**config.mk**
```make
export PLATFORM = sky130hd
export DESIGN_NAME = core2axi_mo
export DESIGN_NICKNAME = d
export VERILOG_FILES = /design/src/rtl/core2axi_mo.sv
export SDC_FILE = /design/constraint.sdc
export NUM_CORES = 1
export LEC_CHECK = 0
export BUFFER_PORTS_ARGS = -buffer_cell sky130_fd_sc_hd__buf_2
export CAP_MARGIN = 20
export CELL_PAD_IN_SITES_DETAIL_PLACEMENT = 1
export CELL_PAD_IN_SITES_GLOBAL_PLACEMENT = 1
export CORE_AREA = 2 2 195 197
export CTS_BUF_LIST = sky130_fd_sc_hd__clkbuf_2
export DETAILED_ROUTE_END_ITERATION = 7
export DIE_AREA = 0 0 197 199
export GPL_ROUTABILITY_DRIVEN = 0
export HOLD_SLACK_MARGIN = 0.03
export PLACE_DENSITY = 0.55
export SKIP_CTS_REPAIR_TIMING = 1
export SLEW_MARGIN = 20
export SYNTH_ARGS = -nofsm -noshare
export SYNTH_HDL_FRONTEND = slang
export SYNTH_SLANG_ARGS = --single-unit
```
**constraint.sdc**
```tcl
create_clock -name clk_i -period 2.75 [get_ports clk_i]
set_input_delay 0.1375 -clock clk_i [delete_from_list [all_inputs] [get_ports clk_i]]
set_output_delay 0.1375 -clock clk_i [all_outputs]
set_load 0.1 [all_outputs]
```
**src/rtl/core2axi_mo.sv**
```systemverilog
// core2axi_mo: bridges a simple core data port onto AXI4 with up to
// MAX_OUTSTANDING in-flight single-beat transactions, answered in order.
// Optional macro CORE2AXI_MO_RSP_REG_EN registers the core response
// (1-cycle latency); by default the response is combinational.
module core2axi_mo #(
  parameter int AXI4_ADDRESS_WIDTH = 32,
  parameter int AXI4_DATA_WIDTH    = 64,
  parameter int AXI4_ID_WIDTH      = 16,
  parameter int AXI4_USER_WIDTH    = 10,
  parameter int MAX_OUTSTANDING    = 4
) (
  input  logic                          clk_i,
  input  logic                          rst_ni,
  // core side
  input  logic                          data_req_i,
  output logic                          data_gnt_o,
  input  logic [AXI4_ADDRESS_WIDTH-1:0] data_addr_i,
  input  logic                          data_we_i,
  input  logic [3:0]                    data_be_i,
  input  logic [31:0]                   data_wdata_i,
  output logic                          data_rvalid_o,
  output logic [31:0]                   data_rdata_o,
  output logic                          data_err_o,
  // AW channel
  output logic [AXI4_ID_WIDTH-1:0]      aw_id_o,
  output logic [AXI4_ADDRESS_WIDTH-1:0] aw_addr_o,
  output logic [7:0]                    aw_len_o,
  output logic [2:0]                    aw_size_o,
  output logic [1:0]                    aw_burst_o,
  output logic                          aw_lock_o,
  output logic [3:0]                    aw_cache_o,
  output logic [2:0]                    aw_prot_o,
  output logic [3:0]                    aw_region_o,
  output logic [3:0]                    aw_qos_o,
  output logic [AXI4_USER_WIDTH-1:0]    aw_user_o,
  output logic                          aw_valid_o,
  input  logic                          aw_ready_i,
  // W channel
  output logic [AXI4_DATA_WIDTH-1:0]    w_data_o,
  output logic [AXI4_DATA_WIDTH/8-1:0]  w_strb_o,
  output logic                          w_last_o,
  output logic [AXI4_USER_WIDTH-1:0]    w_user_o,
  output logic                          w_valid_o,
  input  logic                          w_ready_i,
  // B channel
  input  logic [AXI4_ID_WIDTH-1:0]      b_id_i,
  input  logic [1:0]                    b_resp_i,
  input  logic [AXI4_USER_WIDTH-1:0]    b_user_i,
  input  logic                          b_valid_i,
  output logic                          b_ready_o,
  // AR channel
  output logic [AXI4_ID_WIDTH-1:0]      ar_id_o,
  output logic [AXI4_ADDRESS_WIDTH-1:0] ar_addr_o,
  output logic [7:0]                    ar_len_o,
  output logic [2:0]                    ar_size_o,
  output logic [1:0]                    ar_burst_o,
  output logic                          ar_lock_o,
  output logic [3:0]                    ar_cache_o,
  output logic [2:0]                    ar_prot_o,
  output logic [3:0]                    ar_region_o,
  output logic [3:0]                    ar_qos_o,
  output logic [AXI4_USER_WIDTH-1:0]    ar_user_o,
  output logic                          ar_valid_o,
  input  logic                          ar_ready_i,
  // R channel
  input  logic [AXI4_ID_WIDTH-1:0]      r_id_i,
  input  logic [AXI4_DATA_WIDTH-1:0]    r_data_i,
  input  logic [1:0]                    r_resp_i,
  input  logic                          r_last_i,
  input  logic [AXI4_USER_WIDTH-1:0]    r_user_i,
  input  logic                          r_valid_i,
  output logic                          r_ready_o
);

  localparam int LANES  = AXI4_DATA_WIDTH / 32;
  localparam int LANE_W = (LANES > 1) ? $clog2(LANES) : 1;
  localparam int STRB_W = AXI4_DATA_WIDTH / 8;
  localparam int PTR_W  = (MAX_OUTSTANDING > 1) ? $clog2(MAX_OUTSTANDING) : 1;
  localparam int CNT_W  = $clog2(MAX_OUTSTANDING + 1);
  localparam logic [CNT_W-1:0]  CNT_MAX   = CNT_W'(MAX_OUTSTANDING);
  localparam logic [LANE_W-1:0] LANE_MASK = LANE_W'(LANES - 1);
  localparam logic [PTR_W-1:0]  PTR_LAST  = PTR_W'(MAX_OUTSTANDING - 1);

  if (!(AXI4_DATA_WIDTH == 32 || AXI4_DATA_WIDTH == 64 || AXI4_DATA_WIDTH == 128)) begin : gDataWidthCheck
    $error("core2axi_mo: AXI4_DATA_WIDTH must be 32, 64 or 128");
  end
  if (!(MAX_OUTSTANDING == 1 || MAX_OUTSTANDING == 2 || MAX_OUTSTANDING == 4 || MAX_OUTSTANDING == 8)) begin : gOutstandingCheck
    $error("core2axi_mo: MAX_OUTSTANDING must be 1, 2, 4 or 8");
  end

  logic [CNT_W-1:0]  cnt_q, cnt_d;
  logic [PTR_W-1:0]  wrPtr_q, wrPtr_d, rdPtr_q, rdPtr_d;
  logic              awDone_q, awDone_d, wDone_q, wDone_d;
  logic [LANE_W:0]   fifo_q [MAX_OUTSTANDING];

  logic              full, empty, reqOk;
  logic              awHs, wHs, arHs, rHs, bHs, push, pop;
  logic [LANE_W-1:0] laneIdx, headLane;
  logic              headWe;
  logic [31:0]       rspData;
  logic              rspErr;
  logic              unused_inputs;

  assign unused_inputs = ^{b_id_i, b_user_i, r_id_i, r_last_i, r_user_i, b_resp_i[0], r_resp_i[0]};

  // fixed single-beat, 32-bit INCR attributes
  assign aw_id_o     = '0;
  assign aw_len_o    = 8'd0;
  assign aw_size_o   = 3'b010;
  assign aw_burst_o  = 2'b01;
  assign aw_lock_o   = 1'b0;
  assign aw_cache_o  = 4'd0;
  assign aw_prot_o   = 3'd0;
  assign aw_region_o = 4'd0;
  assign aw_qos_o    = 4'd0;
  assign aw_user_o   = '0;
  assign ar_id_o     = '0;
  assign ar_len_o    = 8'd0;
  assign ar_size_o   = 3'b010;
  assign ar_burst_o  = 2'b01;
  assign ar_lock_o   = 1'b0;
  assign ar_cache_o  = 4'd0;
  assign ar_prot_o   = 3'd0;
  assign ar_region_o = 4'd0;
  assign ar_qos_o    = 4'd0;
  assign ar_user_o   = '0;
  assign w_last_o    = 1'b1;
  assign w_user_o    = '0;

  assign aw_addr_o = data_addr_i;
  assign ar_addr_o = data_addr_i;

  // full looks only at the registered count, so a same-cycle pop never lets a request through
  assign full  = (cnt_q == CNT_MAX);
  assign empty = (cnt_q == '0);
  assign reqOk = rst_ni & data_req_i & ~full;

  assign aw_valid_o = reqOk & data_we_i & ~awDone_q;
  assign w_valid_o  = reqOk & data_we_i & ~wDone_q;
  assign ar_valid_o = reqOk & ~data_we_i;

  assign awHs = aw_valid_o & aw_ready_i;
  assign wHs  = w_valid_o & w_ready_i;
  assign arHs = ar_valid_o & ar_ready_i;

  assign push       = (reqOk & data_we_i & (awDone_q | awHs) & (wDone_q | wHs)) | arHs;
  assign data_gnt_o = push;

  assign laneIdx  = LANE_W'(data_addr_i >> 2) & LANE_MASK;
  assign w_data_o = {LANES{data_wdata_i}};
  assign w_strb_o = STRB_W'(data_be_i) << {laneIdx, 2'b00};

  assign headWe   = fifo_q[rdPtr_q][LANE_W];
  assign headLane = fifo_q[rdPtr_q][LANE_W-1:0];

  assign r_ready_o = rst_ni & ~empty & ~headWe;
  assign b_ready_o = rst_ni & ~empty & headWe;
  assign rHs       = r_valid_i & r_ready_o;
  assign bHs       = b_valid_i & b_ready_o;
  assign pop       = rHs | bHs;

  assign rspData = 32'(r_data_i >> {headLane, 5'd0});
  assign rspErr  = headWe ? b_resp_i[1] : r_resp_i[1];

  // next-state for channel-done flags, pointers and outstanding count
  always_comb begin
    awDone_d = awDone_q;
    wDone_d  = wDone_q;
    wrPtr_d  = wrPtr_q;
    rdPtr_d  = rdPtr_q;
    cnt_d    = cnt_q;
    if (push) begin
      awDone_d = 1'b0;
      wDone_d  = 1'b0;
      wrPtr_d  = (wrPtr_q == PTR_LAST) ? '0 : wrPtr_q + PTR_W'(1);
    end else begin
      if (awHs) awDone_d = 1'b1;
      if (wHs)  wDone_d  = 1'b1;
    end
    if (pop) rdPtr_d = (rdPtr_q == PTR_LAST) ? '0 : rdPtr_q + PTR_W'(1);
    case ({push, pop})
      2'b10:   cnt_d = cnt_q + CNT_W'(1);
      2'b01:   cnt_d = cnt_q - CNT_W'(1);
      default: cnt_d = cnt_q;
    endcase
  end

  // state registers and the in-order tracking FIFO of {we, lane}
  always_ff @(posedge clk_i or negedge rst_ni) begin
    if (!rst_ni) begin
      cnt_q    <= '0;
      wrPtr_q  <= '0;
      rdPtr_q  <= '0;
      awDone_q <= 1'b0;
      wDone_q  <= 1'b0;
      for (int i = 0; i < MAX_OUTSTANDING; i++) fifo_q[i] <= '0;
    end else begin
      cnt_q    <= cnt_d;
      wrPtr_q  <= wrPtr_d;
      rdPtr_q  <= rdPtr_d;
      awDone_q <= awDone_d;
      wDone_q  <= wDone_d;
      if (push) fifo_q[wrPtr_q] <= {data_we_i, laneIdx};
    end
  end

`ifdef CORE2AXI_MO_RSP_REG_EN
  logic        rvalid_q, err_q;
  logic [31:0] rdata_q;

  // registered core response, one cycle after the R/B handshake
  always_ff @(posedge clk_i or negedge rst_ni) begin
    if (!rst_ni) begin
      rvalid_q <= 1'b0;
      err_q    <= 1'b0;
      rdata_q  <= '0;
    end else begin
      rvalid_q <= pop;
      err_q    <= pop & rspErr;
      if (pop) rdata_q <= rspData;
    end
  end

  assign data_rvalid_o = rvalid_q;
  assign data_rdata_o  = rdata_q;
  assign data_err_o    = err_q;
`else
  assign data_rvalid_o = pop;
  assign data_rdata_o  = rspData;
  assign data_err_o    = pop & rspErr;
`endif

endmodule

```
---- Yosys cells after proc, flatten, opt, wreduce, memory -nomap -nowiden ----
Index checks and enable logic that the tools add are counted.
operators by class
  bitwise gates (word level) .............. 29
  shifts and indexed selects .............. 2
  add/subtract/negate cells ............... 4
  equal/unequal tests ..................... 5
  $lt $le $gt $ge ......................... 3
  multiplexer cells ....................... 14
  reduce and logical (&&, ||, !) cells .... 5
operator list
  operator                                                                       count
  64-bit by 6-bit right shift with 32-bit output                                 1
  1-bit AND                                                                      17
  2-bit two-way mux                                                              5
  8-bit bitwise mux                                                              1
  4-bit by 3-bit left shift with 8-bit output                                    1
  2-bit equality test (second input constant)                                    3
  3-bit >= comparator (second input constant)                                    2
  1-bit NOT                                                                      6
  2-bit NOT with 3-bit output                                                    2
  3-bit case mux with 2 select lines                                             1
  2-bit nonzero test                                                             3
  1-bit two-way mux                                                              5
  2-bit by 1-bit adder with 2-bit output (second input constant)                 2
  2-bit binary-select mux with 2-bit select                                      1
  2-bit demux with 2-bit select                                                  1
  1-bit bitwise OR                                                               4
  3-bit by 1-bit adder with 3-bit output (second input constant)                 1
  3-bit equality test (second input constant)                                    1
  3-bit zero test                                                                1
  3-bit by 1-bit less-than comparator with 1-bit output (second input constant)  1
  3-bit by 1-bit subtractor with 3-bit output (second input constant)            1
  2-bit by 1-bit equality test with 1-bit output (second input constant)         1
  1-bit logical AND                                                              1
word-level totals
  word-level logic and storage cells ...... 71
  bits in registers ....................... 17
  output and inout port bits .............. 297
  input bits .............................. 198

---- Logic depth before layout (Yosys ltp) ----
Gate-level depths: netlist (run 1).
  word-level depth ........................ 12
  depth in mapped cells ................... 9
  gate-level depth less buffers ........... 9

---- Worst setup path before layout (run 1) ----
Ideal clock, no wire load.
  path kind ............................... reg2reg
  from .................................... register rdPtr_q[0]
  to ...................................... register cnt_q[2]
  data arrival time ....................... 3.710 ns
  slack ................................... -1.039 ns
  clock period less this slack ............ 3.789 ns
  path buffers ............................ 0
  data required time ...................... 2.671 ns
  cell stages (with the launch flop) ...... 10
  cells stage by stage .................... dfrtp_1 > mux4_2 > mux2i_1 > nor2_1 > ha_1 > inv_1 > fa_1 > xor2_1 > nor2_1 > xor2_1
between the ends
  longest elaborated chain between the ends .. 10
RTL lines
  item                                                                                          RTL line  text
  from (decl)                                                                                   92        logic [PTR_W-1:0] wrPtr_q, wrPtr_d, rdPtr_q, rdPtr_d;
  from (signal assigned)                                                                        200       rdPtr_q <= rdPtr_d;
  2-bit NOT with 3-bit output (implied by the code) *                                           153       assign headWe = fifo_q[rdPtr_q][LANE_W];
  2-bit binary-select mux with 2-bit select *                                                   153
  2-bit two-way mux * (2 in a row)                                                              --
  1-bit NOT                                                                                     156       assign r_ready_o = rst_ni & ~empty & ~headWe;
  1-bit AND                                                                                     156
  1-bit AND                                                                                     158       assign rHs = r_valid_i & r_ready_o;
  1-bit bitwise OR *                                                                            160       assign pop = rHs | bHs;
  named net data_rvalid_o                                                                       21        output logic data_rvalid_o,
  2-bit by 1-bit equality test with 1-bit output / 2-bit equality test (equally long branches)  181       case ({push, pop})
  3-bit case mux with 2 select lines / 2-bit nonzero test (equally long branches)               --
  to (signal assigned)                                                                          198       cnt_q <= cnt_d;
  to (decl)                                                                                     91        logic [CNT_W-1:0] cnt_q, cnt_d;
The timed path passes the listed nets; every way through them passes the cells marked *. The select of a mux whose other input is x is not followed.
A chain may end at the register's enable or synchronous reset.

---- Worst setup path in the final report (run 1) ----
  from .................................... register rdPtr_q[0]
  to ...................................... output data_rdata_o[21]
between the ends
  longest elaborated chain between the ends .. 5
RTL lines
  item                                                  RTL line  text
  2-bit NOT with 3-bit output (implied by the code)     154       assign headLane = fifo_q[rdPtr_q][LANE_W-1:0];
  2-bit binary-select mux with 2-bit select             154
  2-bit two-way mux (implied by the code) (2 in a row)  154
  64-bit by 6-bit right shift with 32-bit output        162       assign rspData = 32'(r_data_i >> {headLane, 5'd0});
  to (decl)                                             22        output logic [31:0] data_rdata_o,
Every way passes these cells. The select of a mux whose other input is x is not followed.

==> impl_metrics.env, run 1 <==
export IMPL_hold_end="awDone_q"
export IMPL_switchingPower_w=0.00358
export IMPL_dp_hpwl_um=7140
export IMPL_cts_tree="built"
export IMPL_wirelength_um=7970
export IMPL_routed_via_density=2.31
export IMPL_synth_area_top_cells="buf_4 58%, mux2_2 14%, dfrtp_1 13%, ha_1 2.3%, mux4_2 1.4%"
export IMPL_layout_commonest_cell="buf_2"
export IMPL_avgRoutedWirePerCell_um=9.36
export IMPL_sw_frac_of_total=0.748
export IMPL_crit_required_ns=2.61
export IMPL_max_freq_ghz=0.383
export IMPL_vdd_drop_max_v=0.000943
export IMPL_finalSetupViolations=0
export IMPL_avgSynthCellArea_um2=8.67
export IMPL_die_area_um2=39200
export IMPL_synth_yosys_warnings=0
export IMPL_rsz0062_at_grt="false"
export IMPL_stdcell_count=852
export IMPL_startpoint_type="register"
export IMPL_drcViolationCount=0
export IMPL_grt_pass1_vias=1786
export IMPL_grt_pass1_wl_um=10200
export IMPL_tns_ns=0
export IMPL_reg2reg_to="cnt_q[2]"
export IMPL_reg2reg_from="rdPtr_q[0]"
export IMPL_slew_violations=0
export IMPL_power_frac_comb=0.877
export IMPL_area_growth_syn_to_layout_pct=-3.78
export IMPL_diodes=0
export IMPL_p_int_w=0.00121
export IMPL_ys_seq_area_frac=0.131
export IMPL_post_route_period_util=0.949
export IMPL_port_buffers=129
export IMPL_status="completed"
export IMPL_grt_max_degree=33
export IMPL_fin_crit_ns=2.61
export IMPL_skew_ns=0.00768
export IMPL_place_inst=847
export IMPL_start_util=0.0873
export IMPL_synthCells=374
export IMPL_end_kind="primary output"
export IMPL_ios=495
export IMPL_final_nets=584
export IMPL_worstMarginPinSlew_ns=0.877
export IMPL_dr_pass1_iters=4
export IMPL_cts_htree_levels=1
export IMPL_antenna_found_initial=0
export IMPL_fillCellCount=4536
export IMPL_drt_iter0_drc=33
export IMPL_ff2ff_path_depth=9
export IMPL_pwr_share_seq=0.097
export IMPL_path_class="register to primary output"
export IMPL_clk_pin_slew_worst_paths_ns=0.18
export IMPL_maxCapViolCount=0
export IMPL_synth_distinct_cells=30
export IMPL_layout_common_cells="126 x buf_2, 121 x conb_1, 41 x mux2_2, 17 x dfrtp_1, 9 x nor2_1"
export IMPL_core_rowCount=71
export IMPL_critPathArrivalTime_ns=2.47
export IMPL_min_from="aw_ready_i"
export IMPL_core_area_um2=37100
export IMPL_rrSetupSlack_ns=0.30
export IMPL_ant_nets=0
export IMPL_cts_sinks=17
export IMPL_drive_gt1_frac=0.492
export IMPL_grtUsageTotal=0.0350
export IMPL_power_density_nw_per_um2=1540
export IMPL_gr_total_overflow=0
export IMPL_crit_path_start="rdPtr_q[0]"
export IMPL_die_y_um=199
export IMPL_yosysTopAreaCell="buf_4"
export IMPL_die_w_um=197
export IMPL_vias=1966
export IMPL_cts_buffers=3
export IMPL_cts_root_buf="clkbuf_2"
export IMPL_hold_viol_final=0
export IMPL_ys_seq_elements=17
export IMPL_power_share_clock=0.026
export IMPL_syn_cell_area_um2=3240
export IMPL_hold_path_class="input port to register"
export IMPL_timing_hold_ws_ns=0.0846
export IMPL_p_leak_nw=1.54
export IMPL_crit_fanout=32
export IMPL_hold_depth=3
export IMPL_cts_path_max_buffers=2
export IMPL_clk_latency_ns=0.31
export IMPL_max_slew_margin_rel=0.410
export IMPL_yosysTopAreaCellShare=0.576
==> worst max-delay path, stage by stage, from the launching register on <==
cell	delay (ns)
dfrtp_1	0.40
buf_4	0.14
mux4_2	0.82
mux2_2	0.35
buf_2	0.42
==> cells in the mapped netlist <==
cell type / number
buf_4: 249
mux2i_1: 3
clkbuf_1: 1
and2_1: 4
o21ai_0: 1
mux4_2: 2
fa_1: 1
o31ai_1: 1
nand2_1: 2
inv_2: 1
xor2_1: 2
xnor2_1: 1
a22o_1: 1
inv_1: 6
nor4_2: 1
or3_1: 1
buf_2: 3
o22ai_1: 1
nor4b_2: 1
nor3b_2: 1
conb_1: 2
mux2_1: 2
ha_1: 6
a21oi_1: 2
dfrtp_1: 17
mux2_2: 41
nor2_1: 10
o21ai_1: 3
nor3_1: 3
nor2b_1: 5
==> worst max path at each step <==
| stage | end | slack, ns |
|---|---|---|
| 3_5_place_dp | cnt_q[2] | 0.31 |
| 6_report | data_rdata_o[21] | 0.14 |
| 2_1_floorplan | cnt_q[2] | -0.14 |
| 4_1_cts | data_rdata_o[4] | 0.1 |
| 3_3_place_gp | cnt_q[2] | 0.33 |
| 5_1_grt | data_rdata_o[22] | 0.002 |
==> stage by stage <==
step                      setup slack [ns]  power (W)    util  cell area [um2]
after global routing               0.00237    0.00497  0.0840             3120
after CTS                           0.0990    0.00482  0.0836             3100
after floorplan                     -0.136    0.00520       -             3700
final                                0.141    0.00479  0.0840             3120
after global placement               0.329    0.00466  0.0830             3080
after detailed placement             0.309    0.00469  0.0830             3080
==> logic make-up after synthesis <==
family                   after synthesis  share of synthesized area
buffers and inverters                260                      0.590
flip-flops                            17                      0.131
AND/OR/NAND/NOR                       28                     0.0502
adder cells (fa/ha/maj)                7                     0.0293
AO/OA/AOI/OAI                          9                     0.0162
XOR/XNOR                               3                    0.00810
other                                  2                    0.00232
multiplexers                          48                      0.172
==> cell type report <==
class	instances	area, um2	area share
clock buffer	4	20.0	0.00642
inverter	7	26.3	0.00842
multi-input combinational	216	1360	0.437
sequential	17	425	0.136
tap	474	593	0.190
timing repair buffer	134	693	0.222
==> power groups by stage <==
| stage | registers (W) | clock network (W) | logic, W |
|---|---|---|---|
| 2_1_floorplan | 0.000452 | 0 | 0.00475 |
| 3_3_place_gp | 0.000470 | 0 | 0.00419 |
| 3_5_place_dp | 0.000476 | 0 | 0.00421 |
| 4_1_cts | 0.000469 | 0.000128 | 0.00422 |
| 5_1_grt | 0.000484 | 0.000139 | 0.00435 |
| 6_report | 0.000467 | 0.000122 | 0.00420 |
==> metal layers <==
metal,GRT usage,vias up,share of wire
li1,-,826,-
met1,0.0258,838,0.25
met2,0.0605,233,0.49
met3,0.0178,69,0.16
met4,0.0415,0,0.10
met5,0,-,0
==> flip-flops by register name, summed over array words and instances (netlist names) <==
register / count
wrPtr_q: 2
awDone_q: 1
cnt_q: 3
fifo_q: 8
wDone_q: 1
rdPtr_q: 2
(Power assumes the default switching activity.)
==> run 2: changes to the inputs <==
--- a/config.mk
+++ b/config.mk
@@ -5,17 +5,18 @@
 export SDC_FILE = /design/constraint.sdc
 export NUM_CORES = 1
 export LEC_CHECK = 0
+export ABC_AREA = 1
 export BUFFER_PORTS_ARGS = -buffer_cell sky130_fd_sc_hd__buf_2
 export CAP_MARGIN = 20
 export CELL_PAD_IN_SITES_DETAIL_PLACEMENT = 1
 export CELL_PAD_IN_SITES_GLOBAL_PLACEMENT = 1
-export CORE_AREA = 2 2 195 197
+export CORE_AREA = 2 2 192 194
 export CTS_BUF_LIST = sky130_fd_sc_hd__clkbuf_2
 export DETAILED_ROUTE_END_ITERATION = 7
-export DIE_AREA = 0 0 197 199
+export DIE_AREA = 0 0 194 196
 export GPL_ROUTABILITY_DRIVEN = 0
 export HOLD_SLACK_MARGIN = 0.03
-export PLACE_DENSITY = 0.55
+export PLACE_DENSITY = 0.58
 export SKIP_CTS_REPAIR_TIMING = 1
 export SLEW_MARGIN = 20
 export SYNTH_ARGS = -nofsm -noshare
==> impl_metrics.env, run 2 <==
export IMPL_switchingPower_w=0.00466
export IMPL_fin_util=0.0930
export IMPL_cts_buffers=3
export IMPL_power_density_nw_per_um2=1740
export IMPL_crit_fanout=28
export IMPL_drcViolationCount=0
export IMPL_cts_htree_levels=1
export IMPL_cts_root_buf="clkbuf_2"
export IMPL_synth_yosys_warnings=0
export IMPL_core_rowCount=70
export IMPL_rsz0062_at_grt="false"
export IMPL_status="completed"
export IMPL_rrSetupSlack_ns=0.41
export IMPL_die_w_um=194
export IMPL_crit_path_start="rdPtr_q[0]"
export IMPL_largestRegisters="fifo_q (8), cnt_q (3)"
export IMPL_grt_pass1_vias=2088
export IMPL_endpoint="data_rdata_o[1]"
export IMPL_post_route_period_util=0.891
export IMPL_final_nets=702
export IMPL_regMostFlops="fifo_q"
export IMPL_port_buffers=129
export IMPL_startpoint_type="register"
export IMPL_wirelength_um=8430
export IMPL_sw_frac_of_total=0.798
export IMPL_critPathArrivalTime_ns=2.31
export IMPL_finalSetupViolations=0
export IMPL_grtUsageTotal=0.0395
export IMPL_drive_gt1_frac=0.369
export IMPL_p_leak_nw=1.92
export IMPL_yosysTopAreaCellShare=0.532
export IMPL_synthFlopType="dfrtp_1"
export IMPL_setup_slack_ns=0.301
export IMPL_grt_max_degree=29
export IMPL_synthCells=497
export IMPL_vdd_drop_max_v=0.00144
export IMPL_synth_area_top_cells="buf_4 53%, dfrtp_1 12%, nand2_1 8.6%, o21ai_2 7.5%, inv_1 5.7%"
export IMPL_p_int_w=0.00118
export IMPL_cts_path_max_buffers=2
export IMPL_area_growth_syn_to_layout_pct=-4.86
export IMPL_avgRoutedWirePerCell_um=8.74
export IMPL_timing_hold_ws_ns=0.135
export IMPL_dp_hpwl_um=7470
export IMPL_ys_seq_area_frac=0.121
export IMPL_reg2reg_from="cnt_q[0]"
export IMPL_grt_pass1_wl_um=11700
export IMPL_power_share_clock=0.020
export IMPL_core_area_um2=36100
export IMPL_path_class="register to primary output"
export IMPL_max_freq_ghz=0.408
export IMPL_synthArstFlopShare=1.00
export IMPL_fin_crit_ns=2.45
export IMPL_dr_pass1_iters=4
export IMPL_yosysTopAreaCell="buf_4"
export IMPL_pwr_share_seq=0.079
export IMPL_routed_via_density=2.46
export IMPL_syn_cell_area_um2=3530
export IMPL_maxCapViolCount=0
export IMPL_post_place_ws_ns=0.396
export IMPL_drt_iter0_drc=33
export IMPL_tns_ns=0
export IMPL_die_y_um=196
export IMPL_ff2ff_path_depth=13
export IMPL_crit_required_ns=2.61
export IMPL_multi_input_area_um2=1410
export IMPL_cts_sinks=17
export IMPL_gr_total_overflow=0
export IMPL_yosys_cell_count_top_type="buf_4"
export IMPL_ant_nets=0
export IMPL_hold_path_class="input port to register"
export IMPL_diodes=0
export IMPL_skew_ns=0.0185
export IMPL_layout_commonest_cell="buf_2"
export IMPL_seqCellArea_um2=425
export IMPL_ios=495
export IMPL_antenna_found_initial=0
export IMPL_p_total_w=0.00585
export IMPL_layout_common_cells="129 x buf_2, 121 x conb_1, 78 x nand2_1, 54 x inv_1, 30 x o21ai_2"
export IMPL_vias=2373
export IMPL_synth_edff_count=0
export IMPL_synth_distinct_cells=26
export IMPL_slew_violations=0
export IMPL_largest_register_ffs=8
export IMPL_start_util=0.0977
export IMPL_cts_tree="built"
export IMPL_clk_latency_ns=0.31
export IMPL_power_frac_comb=0.901
export IMPL_ys_seq_elements=17
export IMPL_ys_top_cells_by_count="250 x buf_4, 81 x nand2_1, 54 x inv_1"
export IMPL_hold_viol_final=0
export IMPL_die_area_um2=38000
export IMPL_avgSynthCellArea_um2=7.09
export IMPL_end_kind="primary output"
export IMPL_fillCellCount=4480
export IMPL_clk_pin_slew_worst_paths_ns=0.18
export IMPL_reg2reg_to="cnt_q[2]"
-- run 2: cell types whose count changed in the layout (fill, tap and decap cells not counted), sizes merged, moves of 4 or more --
cell,change
nand3,+11
clkbuf,-4
o21ai,+35
nand2,+83
mux2,-43
inv,+51
nor2b,-5
and2,-4
-- run 2: final cells by class --
class,count,share of cell area
Multi-Input combinational cell,283,0.420
Timing Repair Buffer,134,0.208
Tap cell,468,0.175
Sequential cell,17,0.127
Inverter,58,0.0649
Clock buffer,3,0.00448
Clock inverter,1,0.00149
-- run 2: per-layer routing --
metal | vias to the layer above | wire (um) | GRT usage
met2 | 211 | 3610 | 0.0556
li1 | 1119 | - | -
met1 | 994 | 2590 | 0.0384
met4 | 0 | 579 | 0.0303
met3 | 49 | 1640 | 0.0313
met5 | - | 0 | 0
-- run 2: logic make-up after synthesis --
family	Yosys count	synth area share
buffers and inverters	316	0.620
other	2	0.00213
AND/OR/NAND/NOR	109	0.128
XOR/XNOR	2	0.00497
adder cells (fa/ha/maj)	7	0.0270
AO/OA/AOI/OAI	44	0.0965
flip-flops	17	0.121
-- run 2: how the worst min path moves through the flow --
stage	from	to	slack, ns	depth (start not counted)
after floorplan	rst_ni	awDone_q	-0.16	0
after global placement	rst_ni	cnt_q[0]	-0.009	1
after detailed placement	rst_ni	cnt_q[2]	-0.007	1
after CTS	rst_ni	cnt_q[2]	-0.38	1
after global routing	data_we_i	fifo_q[5]	0.13	3
final	r_valid_i	rdPtr_q[0]	0.14	4
-- run 2: metrics by stage --
stage | cells | cell area [um2]
3_5_place_dp | 959 | 3320
4_1_cts | 963 | 3340
5_1_grt | 964 | 3350
3_3_place_gp | 959 | 3320
2_1_floorplan | 616 | 4010
6_report | 964 | 3350
-- run 2: worst max-delay path: stages (launching register included) --
cell     delay (ns)
dfrtp_1        0.50
a21oi_1        0.23
a32o_4         0.39
buf_12         0.24
nand2_1        0.09
o21ai_2        0.06
buf_2          0.44
-- run 2: power groups by stage --
stage               logic [W]  registers, W  clock network [W]
floorplan             0.00572      0.000446                  0
global placement      0.00527      0.000470                  0
detailed placement    0.00532      0.000475                  0
CTS                   0.00533      0.000468           0.000121
global route          0.00554      0.000488           0.000136
finish                0.00526      0.000464           0.000117
